[src/rtl/rr_arbiter.sv]
`default_nettype none
// ============================================================================
//  Module   : rr_arbiter
//  Brief    : Round-robin arbiter with a rotating pointer, masked priority
//             search, registered one-hot/binary grant and hold timeout.
//  Revision : 1.0 - initial release
// ============================================================================
module rr_arbiter #(
  parameter int N        = 32,
  parameter int IDW      = 5,
  parameter int MAX_HOLD = 16
) (
  input  logic           clk,
  input  logic           rst_n,
  input  logic           en,
  input  logic [N-1:0]   req,
  input  logic           done,
  output logic [N-1:0]   gnt,
  output logic [IDW-1:0] gnt_id,
  output logic           gnt_valid,
  output logic           timeout
);

  // Counter only needs to reach MAX_HOLD-1; keep at least one bit when disabled.
  localparam int c_CNT_W = (MAX_HOLD > 1) ? $clog2(MAX_HOLD) : 1;
  localparam logic [c_CNT_W-1:0] c_HOLD_LAST = c_CNT_W'((MAX_HOLD > 0) ? MAX_HOLD - 1 : 0);
  localparam logic [IDW-1:0]     c_LAST_ID   = IDW'(N - 1);
  localparam logic [N-1:0]       c_ONE_HOT0  = N'(1);

  typedef enum logic [0:0] {
    S_IDLE = 1'b0,
    S_BUSY = 1'b1
  } state_t;

  state_t             r_state;
  logic [IDW-1:0]     r_ptr;
  logic [c_CNT_W-1:0] r_cnt;

  logic [IDW-1:0] w_ptr_next;
  logic           w_hit_limit;
  logic           w_release;
  logic [IDW-1:0] w_srch_ptr;
  logic [N-1:0]   w_srch_req;
  logic [N-1:0]   w_cand_hi;
  logic           w_hi_found;
  logic [IDW-1:0] w_hi_id;
  logic           w_lo_found;
  logic [IDW-1:0] w_lo_id;
  logic           w_win_found;
  logic [IDW-1:0] w_win_id;

  // Release bookkeeping: pointer successor of the holder and release causes.
  always_comb begin
    w_ptr_next  = (gnt_id == c_LAST_ID) ? '0 : gnt_id + IDW'(1);
    w_hit_limit = (MAX_HOLD != 0) && (r_cnt == c_HOLD_LAST);
    w_release   = done | ~req[gnt_id] | w_hit_limit;
  end

  // While busy the search runs from the post-release pointer with the holder
  // excluded, so a back-to-back grant can be loaded on the release edge.
  always_comb begin
    w_srch_ptr = (r_state == S_BUSY) ? w_ptr_next : r_ptr;
    w_srch_req = (r_state == S_BUSY) ? (req & ~gnt) : req;
    w_cand_hi  = w_srch_req & ({N{1'b1}} << w_srch_ptr);
  end

  // Lowest set index at/above the pointer wins, else lowest set index overall.
  always_comb begin
    w_hi_found = 1'b0;
    w_hi_id    = '0;
    w_lo_found = 1'b0;
    w_lo_id    = '0;
    for (int i = N - 1; i >= 0; i--) begin
      if (w_cand_hi[i]) begin
        w_hi_found = 1'b1;
        w_hi_id    = IDW'(i);
      end
      if (w_srch_req[i]) begin
        w_lo_found = 1'b1;
        w_lo_id    = IDW'(i);
      end
    end
    w_win_found = w_hi_found | w_lo_found;
    w_win_id    = w_hi_found ? w_hi_id : w_lo_id;
  end

  // Grant state machine with registered outputs, pointer and hold counter.
  always_ff @(posedge clk or negedge rst_n) begin
    if (!rst_n) begin
      r_state   <= S_IDLE;
      r_ptr     <= '0;
      r_cnt     <= '0;
      gnt       <= '0;
      gnt_id    <= '0;
      gnt_valid <= 1'b0;
      timeout   <= 1'b0;
    end else begin
      timeout <= 1'b0;
      case (r_state)
        S_IDLE: begin
          if (en && w_win_found) begin
            r_state   <= S_BUSY;
            gnt       <= c_ONE_HOT0 << w_win_id;
            gnt_id    <= w_win_id;
            gnt_valid <= 1'b1;
            r_cnt     <= '0;
          end
        end
        S_BUSY: begin
          if (w_release) begin
            r_ptr   <= w_ptr_next;
            // An explicit done wins over a coincident counter expiry.
            timeout <= w_hit_limit & ~done;
            r_cnt   <= '0;
            if (en && w_win_found) begin
              gnt    <= c_ONE_HOT0 << w_win_id;
              gnt_id <= w_win_id;
            end else begin
              r_state   <= S_IDLE;
              gnt       <= '0;
              gnt_id    <= '0;
              gnt_valid <= 1'b0;
            end
          end else if (r_cnt != c_HOLD_LAST) begin
            r_cnt <= r_cnt + c_CNT_W'(1);
          end
        end
        default: begin
          r_state <= S_IDLE;
        end
      endcase
    end
  end

endmodule
`default_nettype wire

[config.mk]
export PLATFORM = sky130hd
export DESIGN_NAME = rr_arbiter
export DESIGN_NICKNAME = d
export VERILOG_FILES = /design/src/rtl/rr_arbiter.sv
export SDC_FILE = /design/constraint.sdc
export NUM_CORES = 1
export LEC_CHECK = 0
export ABC_CLOCK_PERIOD_IN_PS = 5300
export BUFFER_PORTS_ARGS = -buffer_cell sky130_fd_sc_hd__buf_2
export CORE_MARGIN = 1.5
export CORE_UTILIZATION = 43
export DETAILED_ROUTE_END_ITERATION = 6
export GPL_ROUTABILITY_DRIVEN = 0
export GPL_TIMING_DRIVEN = 0
export SYNTH_ARGS = -nofsm -noshare
export SYNTH_HDL_FRONTEND = slang
export SYNTH_SLANG_ARGS = --single-unit
[constraint.sdc]
create_clock -name clk -period 5.3 [get_ports clk]
set_input_delay 0.265 -clock clk [delete_from_list [all_inputs] [get_ports clk]]
set_output_delay 0.265 -clock clk [all_outputs]
set_load 0.05 [all_outputs]
==> qor.txt, run 1 <==
Slew Viols, Final -> 0
WP data required -> 5.54 ns
Worst path buffer plus inverter count -> 0
DP Wirelength -> 12,800 um
Io pins -> 75
Mean routed wirelength per cell -> 21.7 um
Antenna Nets Post-Route -> 0
Crit-path leading delay family -> compound AO/OA/AOI/OAI gates
Pwr dens -> 450 nW/um^2
Ys Warns -> 0
Synth Flop Type -> dfrtp_1
Pre-antenna DRT Iters -> 5
Slew headroom -> 0.280
Clk slew on worst S/H paths -> 0.11 ns
Clk_skew -> 0.0165 ns
Initial Util -> 0.441
Nets -> 648
Setup Viol. Count Final -> 0
DRC viols -> 0
Crit share post-route -> 0.891
Max clock buf depth -> 2
Peak VDD IR -> 365 uV
PortBufs -> 74
Fin. Hold Viols -> 0
Critical Path, Cell by Cell -> ha_1 -> and3_1 -> ha_1 -> nor2b_1 -> a32o_1 -> nand2_1 -> o21ai_0 -> a21boi_0 -> o221ai_1 -> a21oi_1 -> a311oi_2 -> nor2b_1 -> a22o_1
Maxcap violations -> 0
Number of flops mapped to enable cells by yosys -> 0
Async SR Flop Fraction -> 1.00
Non-Filler Instances -> 742
Initial DRC Count -> 514
Syn Area/Cell -> 8.13 sq um
Ant diodes -> 0
Worst Max-Slew Pin Slew -> 1.08 ns
Unrepaired setup endpoints after global routing -> false
Gr ovfl total -> 0
P_leak -> 2.24 nW
Row count -> 36
Total number of vias -> 4,717
Post-CTS Hold Buffers -> 0
Post-synth cell types -> 75
HP Class -> input port to asynchronous set/reset pin
CP arrival -> 4.97 ns
Clk sinks -> 49
Fin crit period -> 4.72 ns
Slowest CP cell -> a311oi_2
Die area -> 10,600 sq um
First-pass GRT wire length -> 24,600 um
# Post-CTS Setup Buffers -> 0
Crit path kind -> register to register
Die Wd -> 103 um
CP startpoint kind -> register
Syn Std Cell Area -> 4290 sq um
Layout Area Growth over Synthesis -> 15.4%
Setup crit end kind -> register
DP Cell Count -> 734
Clock Tree Root -> clkbuf_8
Syn nets -> 567
Core area -> 9730 sq um
Cells after Synth -> 527
Critical Path Fanout Max -> 9
Total negative setup slack -> 0 ns
Sequential share of the synthesized area -> 0.286
TritonCTS Buffers -> 5
Total track usage -> 0.312
Register bit total from synthesis -> 49
Fraction of layout cells with a size suffix above 1 -> 0.205
Initial antenna violation count -> 0
Post-Route WL -> 16,100 um
CTS tree -> built
Vias in the first global route -> 4,340
Largest net degree at the start of global routing -> 50
Worst skew pair latency -> 0.31 ns
CP max stage delay -> 0.68 ns
Die H -> 103 um
H-tree depth -> 2
Status -> completed
Post-CTS sizing -> 0
Vias per cell -> 6.36
Maximum clock rate -> 212 MHz
[Yosys cell counts, types with 9 or more instances]
cell      count  area, sq um
o221ai_1     10         87.6
nand2_1      85          319
nor2_1       45          169
nor3_1       13         65.1
o21ai_0      44          220
dfrtp_1      49         1230
nand2b_1     25          156
inv_1        17         63.8
o211ai_1      9         67.6
a21oi_1      28          140
a22o_1       19          166
a21boi_0     17          128
[final cells by class]
| type | count | area (sq um) |
|---|---|---|
| Timing Repair Buffer | 74 | 370 |
| Tap cell | 133 | 166 |
| Buffer | 17 | 88.8 |
| Clock buffer | 5 | 68.8 |
| Sequential cell | 49 | 1230 |
| Fill cell | 999 | 4780 |
| Multi-Input combinational cell | 444 | 2910 |
| Inverter | 17 | 63.8 |
| Clock inverter | 3 | 47.5 |
[flip-flops by register name, indices dropped and copies added (netlist names)]
name and cells:
gnt_valid 1, gnt 32, r_cnt 4, r_ptr 5, r_state 1, timeout 1, gnt_id 5
[per-layer routing]
layer / track usage / wire (um)
met5: 0 / 0
met4: 0.109 / 541
met3: 0.0271 / 1330
met2: 0.494 / 7230
met1: 0.449 / 7000
[logic make-up (layout without fill, tap and decap cells)]
kind of cell             Yosys count  in the layout  share of synthesized area
AO/OA/AOI/OAI                    203            203                      0.335
XOR/XNOR                           3              3                    0.00613
adder cells (fa/ha/maj)            4              4                     0.0117
buffers and inverters             34            116                     0.0356
flip-flops                        49             49                      0.286
multiplexers                      18             18                     0.0788
AND/OR/NAND/NOR                  216            216                      0.246
[power breakdown]
part / total (mW) / leakage (nW) / internal [mW] / switching [mW]
sequential: 0.534 / 0.668 / 0.437 / 0.0970
clock: 0.288 / 0.0591 / 0.144 / 0.143
combinational: 1.40 / 1.51 / 0.438 / 0.965
[final timing paths]
check | slack (ns) | startpoint | depth (start not counted) | endpoint
worst max-delay path | 0.58 | gnt_id[0] | 13 | gnt[28]
worst max register to register | 0.58 | gnt_id[0] | 13 | gnt[28]
min in group clk | 0.28 | done | 3 | timeout
worst min-delay path | 0.14 | rst_n | 1 | r_ptr[3]
worst min register to register | 0.50 | r_cnt[3] | 1 | r_cnt[3]
max in group asynchronous | 4.47 | rst_n | 1 | gnt[23]
[per-stage QoR]
step / setup slack (ns) / instance area (sq um) / hold WS, ns / total power, mW / utilization
after global routing: 0.307 / 4950 / 0.237 / 2.35 / 0.508
after detailed placement: 0.390 / 4820 / 0.486 / 1.90 / 0.496
after global placement: 0.438 / 4820 / 0.471 / 1.89 / 0.496
after CTS: 0.330 / 4940 / 0.173 / 2.20 / 0.508
final: 0.576 / 4950 / 0.140 / 2.22 / 0.508
after floorplan: 1.06 / 4290 / -0.0306 / 1.47 / -
[layout by cell type (no fill, tap or decap), drive strengths merged, types with 6 or more instances in the layout]
| cell | synthesis | final |
|---|---|---|
| a21bo | 6 | 6 |
| a21boi | 17 | 17 |
| a21oi | 28 | 28 |
| a22o | 19 | 19 |
| a31oi | 8 | 8 |
| buf | 14 | 88 |
| clkbuf | 3 | 8 |
| dfrtp | 49 | 49 |
| inv | 17 | 19 |
| mux4 | 10 | 10 |
| nand2 | 85 | 85 |
| nand2b | 25 | 25 |
| nor2 | 46 | 46 |
| nor2b | 8 | 8 |
| nor3 | 13 | 13 |
| o211ai | 12 | 12 |
| o21ai | 52 | 52 |
| o221ai | 10 | 10 |
| o31ai | 8 | 8 |
Note: power is estimated with default switching activity, not from simulation.
==> run 2: changes to the inputs <==
Settings changed: CORE_UTILIZATION 43 to 57, PLACE_DENSITY set to 0.81.
==> qor.txt, run 2 (synthesis results as in run 1) <==
Antenna Nets Post-Route -> 0
CP startpoint kind -> register
Row count -> 31
Setup crit end kind -> register
Maximum clock rate -> 194 MHz
Clk_skew -> 0.0176 ns
H-tree depth -> 2
Initial DRC Count -> 876
Post-CTS sizing -> 0
Initial antenna violation count -> 0
Sequential power share -> 0.239
Die area -> 8050 sq um
Fraction of layout cells with a size suffix above 1 -> 0.204
CP arrival -> 5.39 ns
# Post-CTS Setup Buffers -> 0
Clk sinks -> 49
Top reg by flops -> gnt
Maxcap violations -> 0
Mean routed wirelength per cell -> 22.0 um
Critical Path Source -> gnt_id[0]
Fin crit period -> 5.15 ns
Sw Share -> 0.544
Clk slew on worst S/H paths -> 0.11 ns
Slew Viols, Final -> 0
Initial Util -> 0.591
Worst skew pair latency -> 0.32 ns
DP Wirelength -> 11,900 um
Crit share post-route -> 0.972
Crit path kind -> register to register
Clock share of power -> 0.134
Top flop regs -> gnt x32, gnt_id x5, r_ptr x5
Layout Area Growth over Synthesis -> 14.3%
HP Class -> input port to asynchronous set/reset pin
Total track usage -> 0.388
Total number of vias -> 5,017
Vias per cell -> 7.09
Fin util -> 0.676
Critical Path Fanout Max -> 9
Internal power -> 1.02 mW
TritonCTS Buffers -> 5
P_sw -> 1.22 mW
Clock Tree Root -> clkbuf_8
Commonest non-fill, non-tap cell in the layout -> nand2_1
Post-CTS Hold Buffers -> 0
Failing checks -> design-rule violations
Die Wd -> 89.7 um
Peak VDD IR -> 286 uV
Nets -> 648
Max FFs per register -> 32
Status -> complete, but fails checks
First-pass GRT wire length -> 24,900 um
PortBufs -> 74
Vias in the first global route -> 4,696
Fin. Hold Viols -> 0
Setup Viol. Count Final -> 0
Slew headroom -> 0.177
P_leak -> 2.24 nW
Gr ovfl total -> 0
DRC viols -> 6
Largest net degree at the start of global routing -> 50
Max clock buf depth -> 2
Pre-antenna DRT Iters -> 7
WP data required -> 5.54 ns
R2r startpoint -> gnt_id[0]
Die H -> 89.7 um
Io pins -> 75
Unrepaired setup endpoints after global routing -> false
Most frequent cells in the layout -> nand2_1 (85), buf_2 (82), dfrtp_1 (49), nor2_1 (45), o21ai_0 (44)
Post-Route WL -> 15,600 um
Core area -> 7250 sq um
Worst Max-Slew Pin Slew -> 1.23 ns
Logic pwr share -> 0.627
Total negative setup slack -> 0 ns
Pwr dens -> 459 nW/um^2
CTS tree -> built
Ant diodes -> 0
run 2: cell count changes in the layout (fill, tap and decap cells not counted):
cell and change:
a311oi_2 -1, a311oi_1 +1, clkbuf_8 +1, inv_6 -2
clkinvlp_4 +1
run 2: power by group through the flow:
stage                     sequential, mW  combinational (mW)  clock (mW)
after floorplan                    0.649               0.826           0
after global placement             0.534                1.33           0
after detailed placement           0.537                1.35           0
after CTS                          0.530                1.36       0.298
after global routing               0.543                1.49       0.316
final                              0.538                1.41       0.300
run 2: final timing paths:
check,end,slack [ns],cells after the start
min in group clk,timeout,0.27,3
max in group asynchronous,gnt[1],4.47,1
worst max-delay path,gnt[12],0.15,13
worst min register to register,r_cnt[3],0.49,1
worst min-delay path,gnt_id[0],0.15,1
worst max register to register,gnt[12],0.15,13
run 2: cell type report:
class                   count  area [sq um]
clock buffers               6          82.6
flip-flops and latches     49          1230
clock inverters             2          37.5
fillers                   616          2350
multi-input cells         444          2910
well taps                  99           124
repair buffers             74           370
plain buffers              17          88.8
inverters                  17          63.8
run 2: metrics by stage:
stage | cells | setup WS [ns] | hold WS, ns | area (sq um) | power [mW]
floorplan | 527 | 1.06 | -0.0306 | 4290 | 1.47
global placement | 700 | 0.679 | 0.472 | 4780 | 1.86
detailed placement | 700 | 0.613 | 0.481 | 4780 | 1.89
CTS | 708 | 0.547 | 0.179 | 4900 | 2.18
global route | 708 | 0.0886 | 0.244 | 4900 | 2.35
finish | 708 | 0.148 | 0.151 | 4900 | 2.25
run 2: routing by layer:
layer / track usage / vias up / share of wire
met5: 0 / - / 0
li1: - / 2163 / -
met3: 0.0821 / 93 / 0.12
met1: 0.529 / 2354 / 0.38
met4: 0.156 / 0 / 0.049
met2: 0.603 / 407 / 0.44
run 2: worst max-delay path, cell delays in order, from the launching register on:
cell and delay [ns]:
dfrtp_1 0.58, ha_1 0.35, and3_1 0.20, ha_1 0.28, nor2b_1 0.19, a32o_1 0.42
nand2_1 0.32, o21ai_0 0.46, a21boi_0 0.18, o221ai_1 0.25, a21oi_1 0.12, a311oi_1 0.98
nor2b_1 0.51, a22o_1 0.22
==> run 3: changes to the inputs <==
Settings changed: ABC_AREA set to 1, CORE_UTILIZATION 57 to 56, SLEW_MARGIN set to 20.
==> qor.txt, run 3 <==
H-tree depth -> 2
DRC viols -> 0
Vias in the first global route -> 4,330
CP startpoint kind -> register
Post-Route WL -> 12,700 um
Overall Power -> 2.13 mW
Cells after Synth -> 598
Register bit total from synthesis -> 49
Fraction of layout cells with a size suffix above 1 -> 0.162
DP Cell Count -> 749
Status -> complete, but fails checks
Maxcap violations -> 0
Top flop regs -> gnt x32, gnt_id x5, r_ptr x5
Critical Path Fanout Max -> 10
Yosys top cell area share -> 0.323
Crit path kind -> register to register
Crit share post-route -> 0.843
Total negative setup slack -> 0 ns
Count leader, synth -> nand2_1
Gr ovfl total -> 0
Synth Flop Type -> dfrtp_1
Max clock buf depth -> 2
Ys Warns -> 0
Row count -> 29
Largest net degree at the start of global routing -> 50
Nets -> 719
Die H -> 85.3 um
Total track usage -> 0.362
First-pass GRT wire length -> 20,700 um
Fin util -> 0.676
Failing checks -> negative hold slack
Setup crit end kind -> register
Io pins -> 75
Async SR Flop Fraction -> 1.00
Fin. Hold Viols -> 49
Syn Area/Cell -> 6.35 sq um
Initial Util -> 0.588
Max FFs per register -> 32
Clk sinks -> 49
Layout Area Growth over Synthesis -> 15.0%
Syn nets -> 638
Mean routed wirelength per cell -> 16.7 um
Clk_skew -> 0.00828 ns
Number of flops mapped to enable cells by yosys -> 0
Area leader, netlist -> dfrtp_1
Clock Tree Root -> clkbuf_8
Commonest non-fill, non-tap cell in the layout -> nand2_1
# Post-CTS Setup Buffers -> 0
Fill count -> 621
Most frequent cells in the layout -> nand2_1 (186), nor2_1 (83), buf_2 (80), inv_1 (62), dfrtp_1 (49)
Top reg by flops -> gnt
CTS tree -> built
Die Wd -> 85.3 um
Non-Filler Instances -> 757
Unrepaired setup endpoints after global routing -> false
Vias per cell -> 6.04
Post-synth cell types -> 42
Fin crit period -> 4.47 ns
Slew headroom -> 0.323
Maximum clock rate -> 224 MHz
Post-CTS Hold Buffers -> 0
Syn Std Cell Area -> 3800 sq um
Core area -> 6460 sq um
Total number of vias -> 4,570
Slew Viols, Final -> 0
HP Class -> input port to asynchronous set/reset pin
Most frequent cells after synthesis -> nand2_1 (186), nor2_1 (83), inv_1 (62)
Pwr dens -> 487 nW/um^2
WP data required -> 5.53 ns
CP arrival -> 4.70 ns
Clk slew on worst S/H paths -> 0.10 ns
Ant diodes -> 0
Pre-antenna DRT Iters -> 6
Initial DRC Count -> 454
P_leak -> 2.29 nW
Peak VDD IR -> 490 uV
Critical Path, Cell by Cell -> ha_1 -> nand2_1 -> nor2_1 -> ha_1 -> inv_1 -> nand4_1 -> nand2_2 -> inv_2 -> nand2_1 -> inv_1 -> o21ai_0 -> nand2_1 -> nor2_1 -> inv_1 -> nor4_1 -> nand2_1 -> nand4_1 -> inv_1 -> a32oi_1 -> clkbuf_1 -> nand4_1 -> o21bai_1
Post-CTS sizing -> 0
PortBufs -> 74
Die area -> 7280 sq um
Sequential share of the synthesized area -> 0.323
Antenna Nets Post-Route -> 0
Worst skew pair latency -> 0.31 ns
TritonCTS Buffers -> 5
Hold Slack -> -0.0331 ns
Initial antenna violation count -> 0
Slowest CP cell -> clkbuf_1
DP Wirelength -> 10,000 um
Worst Max-Slew Pin Slew -> 1.01 ns
Synth top area cells -> dfrtp_1 (32%), nand2_1 (18%), nor2_1 (8.2%)
Setup Viol. Count Final -> 0
CP max stage delay -> 0.44 ns
[run 3: changes by cell type after synthesis, sizes merged, moves of 18 or more]
cell    delta
a21oi     -18
a22o      -19
inv       +52
nand2    +103
nand2b    -25
nand4     +27
nor2      +40
o21bai    +25
[run 3: metrics by stage]
stage                     setup slack [ns]  hold WS, ns  area [sq um]
after floorplan                       1.54      -0.0306          3800
after global placement                1.14        0.437          4260
after detailed placement              1.01        0.437          4260
after CTS                            0.976        0.112          4360
after global routing                 0.503       0.0223          4370
final                                0.832      -0.0331          4370
[run 3: routing by layer]
metal	part of all wire	GRT usage	up-vias
li1	-	-	2136
met5	0	0	-
met3	0.098	0.0506	55
met2	0.46	0.578	310
met4	0.048	0.174	0
met1	0.40	0.486	2069
[run 3: final cells by class]
class | count | area (sq um) | area share
multi-input combinational | 460 | 2220 | 0.507
sequential | 49 | 1230 | 0.281
timing repair buffer | 74 | 373 | 0.0854
inverter | 70 | 263 | 0.0602
tap | 77 | 96.3 | 0.0221
buffer | 19 | 92.6 | 0.0212
clock buffer | 6 | 82.6 | 0.0189
clock inverter | 2 | 17.5 | 0.00401
[run 3: kinds of logic (layout without fill, tap and decap cells)]
family	Yosys count	after routing	synth area share
AO/OA/AOI/OAI	126	126	0.208
XOR/XNOR	2	2	0.00461
adder cells (fa/ha/maj)	4	4	0.0132
buffers and inverters	89	171	0.0936
flip-flops	49	49	0.323
AND/OR/NAND/NOR	328	328	0.358
[run 3: worst max-delay path, delay by kind of cell (launching register included)]
family	cells	cell delay [ns]
and+or+nand+nor	11	1.89
buffers and inverters	6	0.86
AOI/OAI and AO/OA	3	0.82
DFF	1	0.43
adders and majority gates	2	0.38
[run 3: worst paths after layout]
path	start	to	slack, ns	depth (start not counted)
min reg2reg	r_ptr[2]	r_ptr[2]	0.51	2
min in group clk	done	timeout	0.11	2
max	gnt_id[1]	gnt[7]	0.83	22
max reg2reg	gnt_id[1]	gnt[7]	0.83	22
max in group asynchronous	rst_n	gnt[19]	4.92	1
min	rst_n	gnt_valid	-0.03	1
[run 3: where the power goes]
group	internal [mW]	switching, mW
logic	0.356	1.04
clock network	0.109	0.137
registers	0.438	0.0490
